==> src/rtl/mul_pkg.sv <==
// ---------------------------------------------------------------------------
// mul_pkg
// Shared definitions for the radix-4 Booth multiply sequencer.
//   state_e     : sequencer states (IDLE / RUN / DONE), 2-bit encoding
//   digit_e     : decoded Booth digit (0, +M, +2M, -M, -2M)
//   boothDecode : maps a 3-bit multiplier window {Q[2j+1], Q[2j], Q[2j-1]}
//                 onto its Booth digit
// ---------------------------------------------------------------------------
package mul_pkg;

    // Sequencer states. The encoding is fixed so that other blocks and
    // debug tooling can rely on the raw values.
    typedef enum logic [1:0] {
        S_IDLE = 2'd0,
        S_RUN  = 2'd1,
        S_DONE = 2'd2
    } state_e;

    // Booth digit codes.
    typedef enum logic [2:0] {
        DIG_0  = 3'd0,
        DIG_P1 = 3'd1,
        DIG_P2 = 3'd2,
        DIG_M1 = 3'd3,
        DIG_M2 = 3'd4
    } digit_e;

    // Radix-4 recoding of one overlapping 3-bit multiplier window.
    function automatic digit_e boothDecode(input logic [2:0] group);
        digit_e digit;
        case (group)
            3'b000, 3'b111: digit = DIG_0;
            3'b001, 3'b010: digit = DIG_P1;
            3'b011:         digit = DIG_P2;
            3'b100:         digit = DIG_M2;
            default:        digit = DIG_M1;
        endcase
        return digit;
    endfunction

endpackage

==> src/rtl/booth_digit_sel.sv <==
// ---------------------------------------------------------------------------
// booth_digit_sel
// Combinational Booth partial-product selector.
//   i_group : 3-bit multiplier window {Q[2j+1], Q[2j], Q[2j-1]}
//   i_m     : signed multiplicand M
//   o_pp    : signed WIDTH+2 bit partial product (0, +M, +2M, -M, -2M)
// ---------------------------------------------------------------------------
module booth_digit_sel
    import mul_pkg::*;
#(
    parameter int WIDTH = 32
) (
    input  logic [2:0]              i_group,
    input  logic [WIDTH-1:0]        i_m,
    output logic signed [WIDTH+1:0] o_pp
);

    logic signed [WIDTH+1:0] w_mExt;
    digit_e                  w_digit;

    // M is sign-extended by two bits before doubling or negating so that
    // +/-2M of the most negative M still fits without overflow.
    assign w_mExt  = {{2{i_m[WIDTH-1]}}, i_m};
    assign w_digit = boothDecode(i_group);

    // Select the partial product for this digit.
    always_comb begin
        o_pp = '0;
        case (w_digit)
            DIG_0:   o_pp = '0;
            DIG_P1:  o_pp = w_mExt;
            DIG_P2:  o_pp = w_mExt <<< 1;
            DIG_M1:  o_pp = -w_mExt;
            DIG_M2:  o_pp = -(w_mExt <<< 1);
            default: o_pp = '0;
        endcase
    end

endmodule

==> src/rtl/booth_mul_seq_ctrl.sv <==
// ---------------------------------------------------------------------------
// booth_mul_seq_ctrl
// Sequencer for a radix-4 Booth signed multiplier. Retires one Booth digit
// (two multiplier bits) per clock and returns the 2*WIDTH bit product with
// one-cycle HI/LO write enables. WIDTH must be even.
//   clock        : rising-edge clock
//   clear        : asynchronous active-high reset
//   start        : multiply request, only looked at in IDLE
//   flush        : synchronous abort while RUN
//   multiplicand : signed M, captured on the accepting edge
//   multiplier   : signed Q, captured on the accepting edge
//   busy         : high in RUN and DONE
//   done         : one-cycle result-valid pulse
//   hi_we, lo_we : copies of done, write enables for HI and LO
//   hi_out       : upper half of the last completed product
//   lo_out       : lower half of the last completed product
// ---------------------------------------------------------------------------
module booth_mul_seq_ctrl
    import mul_pkg::*;
#(
    parameter int WIDTH = 32
) (
    input  logic             clock,
    input  logic             clear,
    input  logic             start,
    input  logic             flush,
    input  logic [WIDTH-1:0] multiplicand,
    input  logic [WIDTH-1:0] multiplier,
    output logic             busy,
    output logic             done,
    output logic             hi_we,
    output logic             lo_we,
    output logic [WIDTH-1:0] hi_out,
    output logic [WIDTH-1:0] lo_out
);

    localparam int ITER   = WIDTH / 2;
    localparam int CNT_W  = (ITER > 1) ? $clog2(ITER) : 1;
    localparam int PROD_W = 2 * WIDTH;

    state_e                  r_state;
    state_e                  w_nextState;
    logic [CNT_W-1:0]        r_cnt;
    logic [WIDTH-1:0]        r_m;
    logic [WIDTH-1:0]        r_q;
    logic                    r_qPrev;
    logic [PROD_W-1:0]       r_acc;
    logic [PROD_W-1:0]       r_result;

    logic [2:0]              w_group;
    logic signed [WIDTH+1:0] w_pp;
    logic [PROD_W-1:0]       w_ppExt;
    logic [CNT_W:0]          w_shiftAmt;
    logic [PROD_W-1:0]       w_ppShift;
    logic [PROD_W-1:0]       w_accNext;
    logic                    w_lastDigit;

    // The low two bits of the shifting Q plus the bit shifted out last time
    // form the current Booth window; r_qPrev starts at 0 for Q[-1].
    assign w_group = {r_q[1], r_q[0], r_qPrev};

    booth_digit_sel #(
        .WIDTH (WIDTH)
    ) u_digitSel (
        .i_group (w_group),
        .i_m     (r_m),
        .o_pp    (w_pp)
    );

    // Sign-extend the partial product to full product width and weight it
    // by 4^j; the sum wraps modulo 2^(2*WIDTH), which is exactly the signed
    // product once all digits are in.
    assign w_ppExt     = PROD_W'(w_pp);
    assign w_shiftAmt  = {r_cnt, 1'b0};
    assign w_ppShift   = w_ppExt << w_shiftAmt;
    assign w_accNext   = r_acc + w_ppShift;
    assign w_lastDigit = (r_cnt == CNT_W'(ITER - 1));

    // State register.
    always_ff @(posedge clock or posedge clear) begin
        if (clear) begin
            r_state <= S_IDLE;
        end else begin
            r_state <= w_nextState;
        end
    end

    // Next-state logic. flush beats the final digit, so an aborted op never
    // reaches DONE; DONE always lasts exactly one cycle.
    always_comb begin
        w_nextState = r_state;
        case (r_state)
            S_IDLE: begin
                if (start) begin
                    w_nextState = S_RUN;
                end
            end
            S_RUN: begin
                if (flush) begin
                    w_nextState = S_IDLE;
                end else if (w_lastDigit) begin
                    w_nextState = S_DONE;
                end
            end
            S_DONE: begin
                w_nextState = S_IDLE;
            end
            default: begin
                w_nextState = S_IDLE;
            end
        endcase
    end

    // Status outputs decoded purely from the state.
    always_comb begin
        busy = 1'b0;
        done = 1'b0;
        case (r_state)
            S_RUN:   busy = 1'b1;
            S_DONE: begin
                busy = 1'b1;
                done = 1'b1;
            end
            default: begin
                busy = 1'b0;
                done = 1'b0;
            end
        endcase
    end

    assign hi_we  = done;
    assign lo_we  = done;
    assign hi_out = r_result[PROD_W-1:WIDTH];
    assign lo_out = r_result[WIDTH-1:0];

    // Datapath: operands are captured on the accepting edge, then every RUN
    // edge folds one digit into the accumulator and shifts Q right by two.
    // A flushed RUN cycle leaves everything untouched, including the result.
    always_ff @(posedge clock or posedge clear) begin
        if (clear) begin
            r_cnt    <= '0;
            r_m      <= '0;
            r_q      <= '0;
            r_qPrev  <= 1'b0;
            r_acc    <= '0;
            r_result <= '0;
        end else begin
            case (r_state)
                S_IDLE: begin
                    if (start) begin
                        r_m     <= multiplicand;
                        r_q     <= multiplier;
                        r_qPrev <= 1'b0;
                        r_acc   <= '0;
                        r_cnt   <= '0;
                    end
                end
                S_RUN: begin
                    if (!flush) begin
                        r_acc   <= w_accNext;
                        r_q     <= r_q >> 2;
                        r_qPrev <= r_q[1];
                        r_cnt   <= r_cnt + CNT_W'(1);
                        if (w_lastDigit) begin
                            r_result <= w_accNext;
                        end
                    end
                end
                default: begin
                end
            endcase
        end
    end

endmodule

==> config.mk <==
export PLATFORM = sky130hd
export DESIGN_NAME = booth_mul_seq_ctrl
export DESIGN_NICKNAME = d
export VERILOG_FILES = /design/src/rtl/mul_pkg.sv /design/src/rtl/booth_digit_sel.sv /design/src/rtl/booth_mul_seq_ctrl.sv
export SDC_FILE = /design/constraint.sdc
export NUM_CORES = 1
export LEC_CHECK = 0
export CORE_UTILIZATION = 30
export CTS_BUF_LIST = sky130_fd_sc_hd__clkbuf_16
export DETAILED_ROUTE_END_ITERATION = 16
export PLACE_DENSITY_LB_ADDON = 0.2
export SYNTH_ARGS = -nofsm -noshare
export SYNTH_HDL_FRONTEND = slang
export SYNTH_HIERARCHICAL = 1
export SYNTH_SLANG_ARGS = --single-unit
==> constraint.sdc <==
create_clock -name clock -period 5.6 [get_ports clock]
set_input_delay 0.56 -clock clock [delete_from_list [all_inputs] [get_ports clock]]
set_output_delay 0.56 -clock clock [all_outputs]
set_load 0.005 [all_outputs]
======== Yosys cells after proc, flatten, opt, wreduce, memory -nomap -nowiden ========
Cells that the tools add are included.
storage, ports and cells
  bits in latches ......................... 0
  memories kept ........................... 0
  memory bits (read-only) ................. 0
  register bits after elaboration ......... 199
  bits in writable memories ............... 0
  logic and storage cells ................. 58
operators by class
  div/mod/pow operators ................... 0
  multiplexer cells ....................... 20
  equality and inequality tests ........... 15
  add/sub/neg operators ................... 4
  $lt $le $gt $ge ......................... 0
  bitwise logic cells ..................... 1
  multipliers ............................. 0
  reductions and logical operators ........ 10
  shifts and indexed selects .............. 1
operators with widths
  operator             number
  $pmux 34 s4          1
  $mux 64              2
  $pmux 64 s2          1
  $add 64x64->64       1
  $mux 32              2
  $pmux 32 s2          1
  $shl 64x5->64        1
  $neg 32->34          1
  $neg 33->34          1
  $eq 3x2->1 const B   4
  $pmux 3 s4           1
  $eq 3x3->1 const B   3
  $mux 4               2
  $pmux 4 s2           1
  $eq 3x1->1 const B   2
  $mux 2               3
  $reduce_and 3->1     2
  $reduce_or 2->1      3
  $add 4x1->4 const B  1
  $eq 4x4->1 const B   1
  $mux 1               4
  $ne 2x2->1 const B   2
  $pmux 2 s2           1
  $reduce_and 2->1     2
  8 further kinds      8

======== Longest topological paths before layout ========
  word-level depth ........................ 9
  depth in mapped cells ................... 28

======== By module ========
Netlist, hierarchy kept.
modules (own cells, without submodules)
  module              cells each  area an instance (um^2)  times used  seq. area each (um^2)
  booth_mul_seq_ctrl  1,464       13,001.2                 1           4,979.8
  booth_digit_sel     297         1,759.2                  1           0.0

======== Worst setup path after synthesis ========
No wires, ideal clock.
  kind .................................... flip-flop to flip-flop
  from .................................... register r_m[19]
  to ...................................... register r_result[59]
  buffers on the path ..................... 4
  cell stages (with the launch flop) ...... 27
  setup slack ............................. 139 ps
  setup time .............................. 125 ps
  period minus slack after synthesis ...... 5,461 ps
  data arrival time ....................... 5,336 ps
  cell sequence ........................... dfrtp_1 buf_6 or4_4 or3_1 buf_2 or3_1 buf_2 nand2_1 o221ai_1 mux2_2 o21ai_0 nor2_1 a21oi_1 mux2i_1 ha_1 clkbuf_1 a21oi_1 o21ai_0 a21o_1 a21o_1 a21o_1 a21o_1 a2111oi_0 or2_2 o21ai_1 xnor2_1 mux2_2
between the ends
  cells in the longest elaborated chain, start to end .. 4
ends and longest elaborated chain
  element                                     line                                          RTL
  start, declared                             booth_mul_seq_ctrl.sv:44                      logic [WIDTH-1:0] r_m;
  start signal, assigned                      booth_mul_seq_ctrl.sv:151                     r_m <= multiplicand;
  $neg 33->34 or $neg 32->34 (tied branches)  booth_digit_sel.sv:34, booth_digit_sel.sv:33
  $pmux 34 s4 (*)                             booth_digit_sel.sv:29                         case (w_digit)
  via w_pp[26]                                booth_mul_seq_ctrl.sv:51                      logic signed [WIDTH+1:0] w_pp;
  $shl 64x5->64 (*)                           booth_mul_seq_ctrl.sv:75                      assign w_ppShift = w_ppExt << w_shiftAmt;
  $add 64x64->64 (*)                          booth_mul_seq_ctrl.sv:76                      assign w_accNext = r_acc + w_ppShift;
  end signal, assigned                        booth_mul_seq_ctrl.sv:165                     r_result <= w_accNext;
  end, declared                               booth_mul_seq_ctrl.sv:48                      logic [PROD_W-1:0] r_result;
Mark *: on every way through the listed nets, which the timed path passes. The rest lies on a longest branch.
A chain may end at the register's enable or synchronous reset.

======== Worst setup path in the final report ========
  from .................................... register r_m[4]
  to ...................................... register r_result[59]
Same word-level chain as after synthesis.

==> out/qor.csv <==
stage;metric;value;unit
status;status;finished, final reports clean;
clock_network;CTS root buf;clkbuf_16;
worst_hold_path;Worst Hold Class;reg -> reg;
sta;Final Cycle Share;0.9871;
yosys;share of the synthesized area in the top cell type;0.3374;
place;GP Congestion;0.9624;
sta;Setup TNS Final;0;ns
detailed_routing;ANT nets after route;0;
layout;final net count;2304;
yosys;synthesized area;14760;um^2
die;DIE HEIGHT;223.8;um
die;Initial Util;0.3066;
sta;RSZ-0062 raised after global routing;yes;
run;Max Cap Viol;0;
clock_network;worst skew pair latency;0.50;ns
yosys;syn_area_per_cell;8.382;um^2
yosys;#FFs+latches synth;199;
sta;Final Hold Viols;0;
clock_network;clock slew at reported path FFs;0.07;ns
place;post-DP HPWL;37170;um
detailed_routing;final wirelength;49330;um
global_route;largest net degree at the start of global routing;110;
critical_path;CP Max Fanout;5;
global_route;first-pass GRT wire length;78470;um
clock_network;H-tree lvl count;4;
place;Place WS;-0.3033;ns
yosys;Post-synth top flop;dfrtp_1;
layout;fillers;4847;
layout;Post-Layout Inst Area;20790;um^2
global_route;gr usage total;0.1993;
clock_network;CTS Buf Count;17;
clock_network;clock tree sinks;199;
die;# rows;80;
yosys;Mapped Cells;1761;
yosys;Ys Warns;6;
sta;tightest hold margin;0.4717;ns
layout;# diodes;0;
global_route;initial antenna violation count;0;
detailed_routing;initial DRC count;959;
layout;share of post-route cells with drive strength above 1;0.2952;
yosys;largest area contributor in the netlist;dfrtp_1;
yosys;post-synth cell types;83;
yosys;synth top area cells;dfrtp_1 (34%), nand2_1 (7.8%), ha_1 (5.8%);
detailed_routing;Vias/cell;5.091;
critical_path;R2R Setup Slk;0.07;ns
sta;setup violators final;0;
clock_network;clk buf depth;2;
yosys;Post-synth ARST share;1.000;
place;port bufs;135;
sta;post-route setup slack;0.07198;ns
critical_path;endpoint class of the critical path;flop;
sta;maximum achievable frequency;180.9;MHz
die;CORE AREA;48150;um^2
detailed_routing;DRC viols;0;
die;Die Footprint;50090;um^2
sta;worst-margin pin slew;1.010;ns
layout;area grow syn2layout;40.87;%
detailed_routing;total number of vias;14430;
layout;commonest non-fill, non-tap cell in the layout;buf_4;
place;DP Area;18840;um^2
layout;most frequent cells in the layout;buf_4 (360), nand2_1 (299), dfrtp_1 (197);
critical_path;Req. time, crit path;5.98;ns
global_route;Congestion Overflow GR;0;
critical_path;Startpoint Class;flop;
sta;Final Max Tran Viols;0;
detailed_routing;Pre-antenna DRT Iters;5;
clock_network;Hold Buf Count CTS;0;
yosys;register area share after synthesis;0.3374;
clock_network;CTS tree;yes;
critical_path;Worst EP arrival;5.91;ns
sta;clk_skew;0.01544;ns
die;Die X-Extent;223.8;um
sta;clock period minus worst slack;5.528;ns
global_route;vias in the first global route;14400;
sta;relative max-transition margin;0.3266;
yosys;Post-synth EDFFs;0;
yosys;syn nets;1898;
die;num ports;136;
critical_path;Crit Path Category;reg -> reg;
detailed_routing;routed wire length per instance;17.41;um
-- cell usage after synthesis, types with 10 or more instances --
library cell,number
nand2_1,307
dfrtp_1,199
a21oi_1,137
nor2_1,118
o21ai_0,116
clkbuf_1,81
mux2i_1,76
ha_1,68
a22o_1,59
xnor2_1,57
mux2_2,55
xor2_1,40
a21o_1,37
inv_1,37
nor3_1,34
o21ai_1,28
buf_1,23
nand4_1,23
nand3_1,21
or3_1,19
o21bai_1,18
nor2b_1,15
o221ai_1,15
a22oi_1,13
and2_1,10
-- worst max-delay path, cell delays in order (launching register included) --
cell and delay [ns]:
dfrtp_1 0.41, nor4_4 0.36, buf_4 0.18, nand3_2 0.06
or3_1 0.39, nand2_1 0.09, xnor2_1 0.07, a221o_1 0.39
mux2_4 0.31, nor2_1 0.14, a21oi_2 0.07, mux2i_2 0.21
o22ai_1 0.15, ha_1 0.42, nand4_1 0.14, or3_4 0.40
o21ai_2 0.13, a31oi_1 0.07, a21oi_1 0.18, buf_4 0.17
a2111oi_4 0.07, buf_4 0.16, or2_2 0.30, o21ai_2 0.19
xnor2_2 0.08, mux2_2 0.27
-- cell type report --
cell class	count	area [um^2]	share of cell area
clock buffers	17	425.4	0.02046
clock inverters	13	120.1	0.005777
inverters	38	146.4	0.007041
multi-input cells	1408	10130	0.4871
flip-flops and latches	199	4982	0.2396
well taps	656	820.8	0.03948
repair buffers	503	4170	0.2006
-- logic make-up (layout without fill, tap and decap cells) --
logic type,count (synthesis),after routing,synth area share
AOI/OAI and AO/OA,513,513,0.2273
xor gates and xnor gates,97,97,0.05756
adders and majority gates,69,69,0.05900
buffers and inverters,154,571,0.04137
DFF,199,199,0.3374
muxes,134,134,0.09808
and+or+nand+nor,595,595,0.1793
-- flip-flops by register name, summed over array words and instances, names as in the netlist --
signal    cells
r_state       2
r_q          32
r_qPrev       1
r_cnt         4
r_acc        64
r_m          32
r_result     64
-- layer usage --
metal | track usage | routed length [um] | up-vias
li1 | - | - | 7105
met3 | 0.03607 | 1806 | 58
met4 | 0.06717 | 978 | 0
met2 | 0.3227 | 23470 | 275
met1 | 0.2667 | 23070 | 6990
met5 | 0 | 0 | -
-- final timing paths --
kind | depth (start not counted) | to | start
setup / recovery | 25 | r_result[59]$_DFFE_PP0P_ | r_m[4]$_DFFE_PP0P_
hold / removal | 2 | r_result[45]$_DFFE_PP0P_ | r_result[45]$_DFFE_PP0P_
setup reg to reg | 25 | r_result[59]$_DFFE_PP0P_ | r_m[4]$_DFFE_PP0P_
hold reg to reg | 2 | r_result[45]$_DFFE_PP0P_ | r_result[45]$_DFFE_PP0P_
max in group asynchronous | 4 | r_result[31]$_DFFE_PP0P_ | clear
min in group asynchronous | 3 | r_m[31]$_DFFE_PP0P_ | clear
-- metrics by stage --
| step | utilization | cells |
|---|---|---|
| final | 0.4319 | 2834 |
| after global routing | 0.4319 | 2834 |
| after CTS | 0.4140 | 2807 |
| after detailed placement | 0.3913 | 2744 |
| after global placement | 0.3913 | 2744 |
| after floorplan | - | 1761 |
-- repair_timing --
item                       in CTS  in global routing
pin swaps                      37                 79
setup endpoints to repair      39                 60
setup buffers                  33                 30
resized for setup              75                151
Power is left out: the tool's default activity adds up to more than one toggle a clock period on the data nets, which glitch-free logic cannot reach.
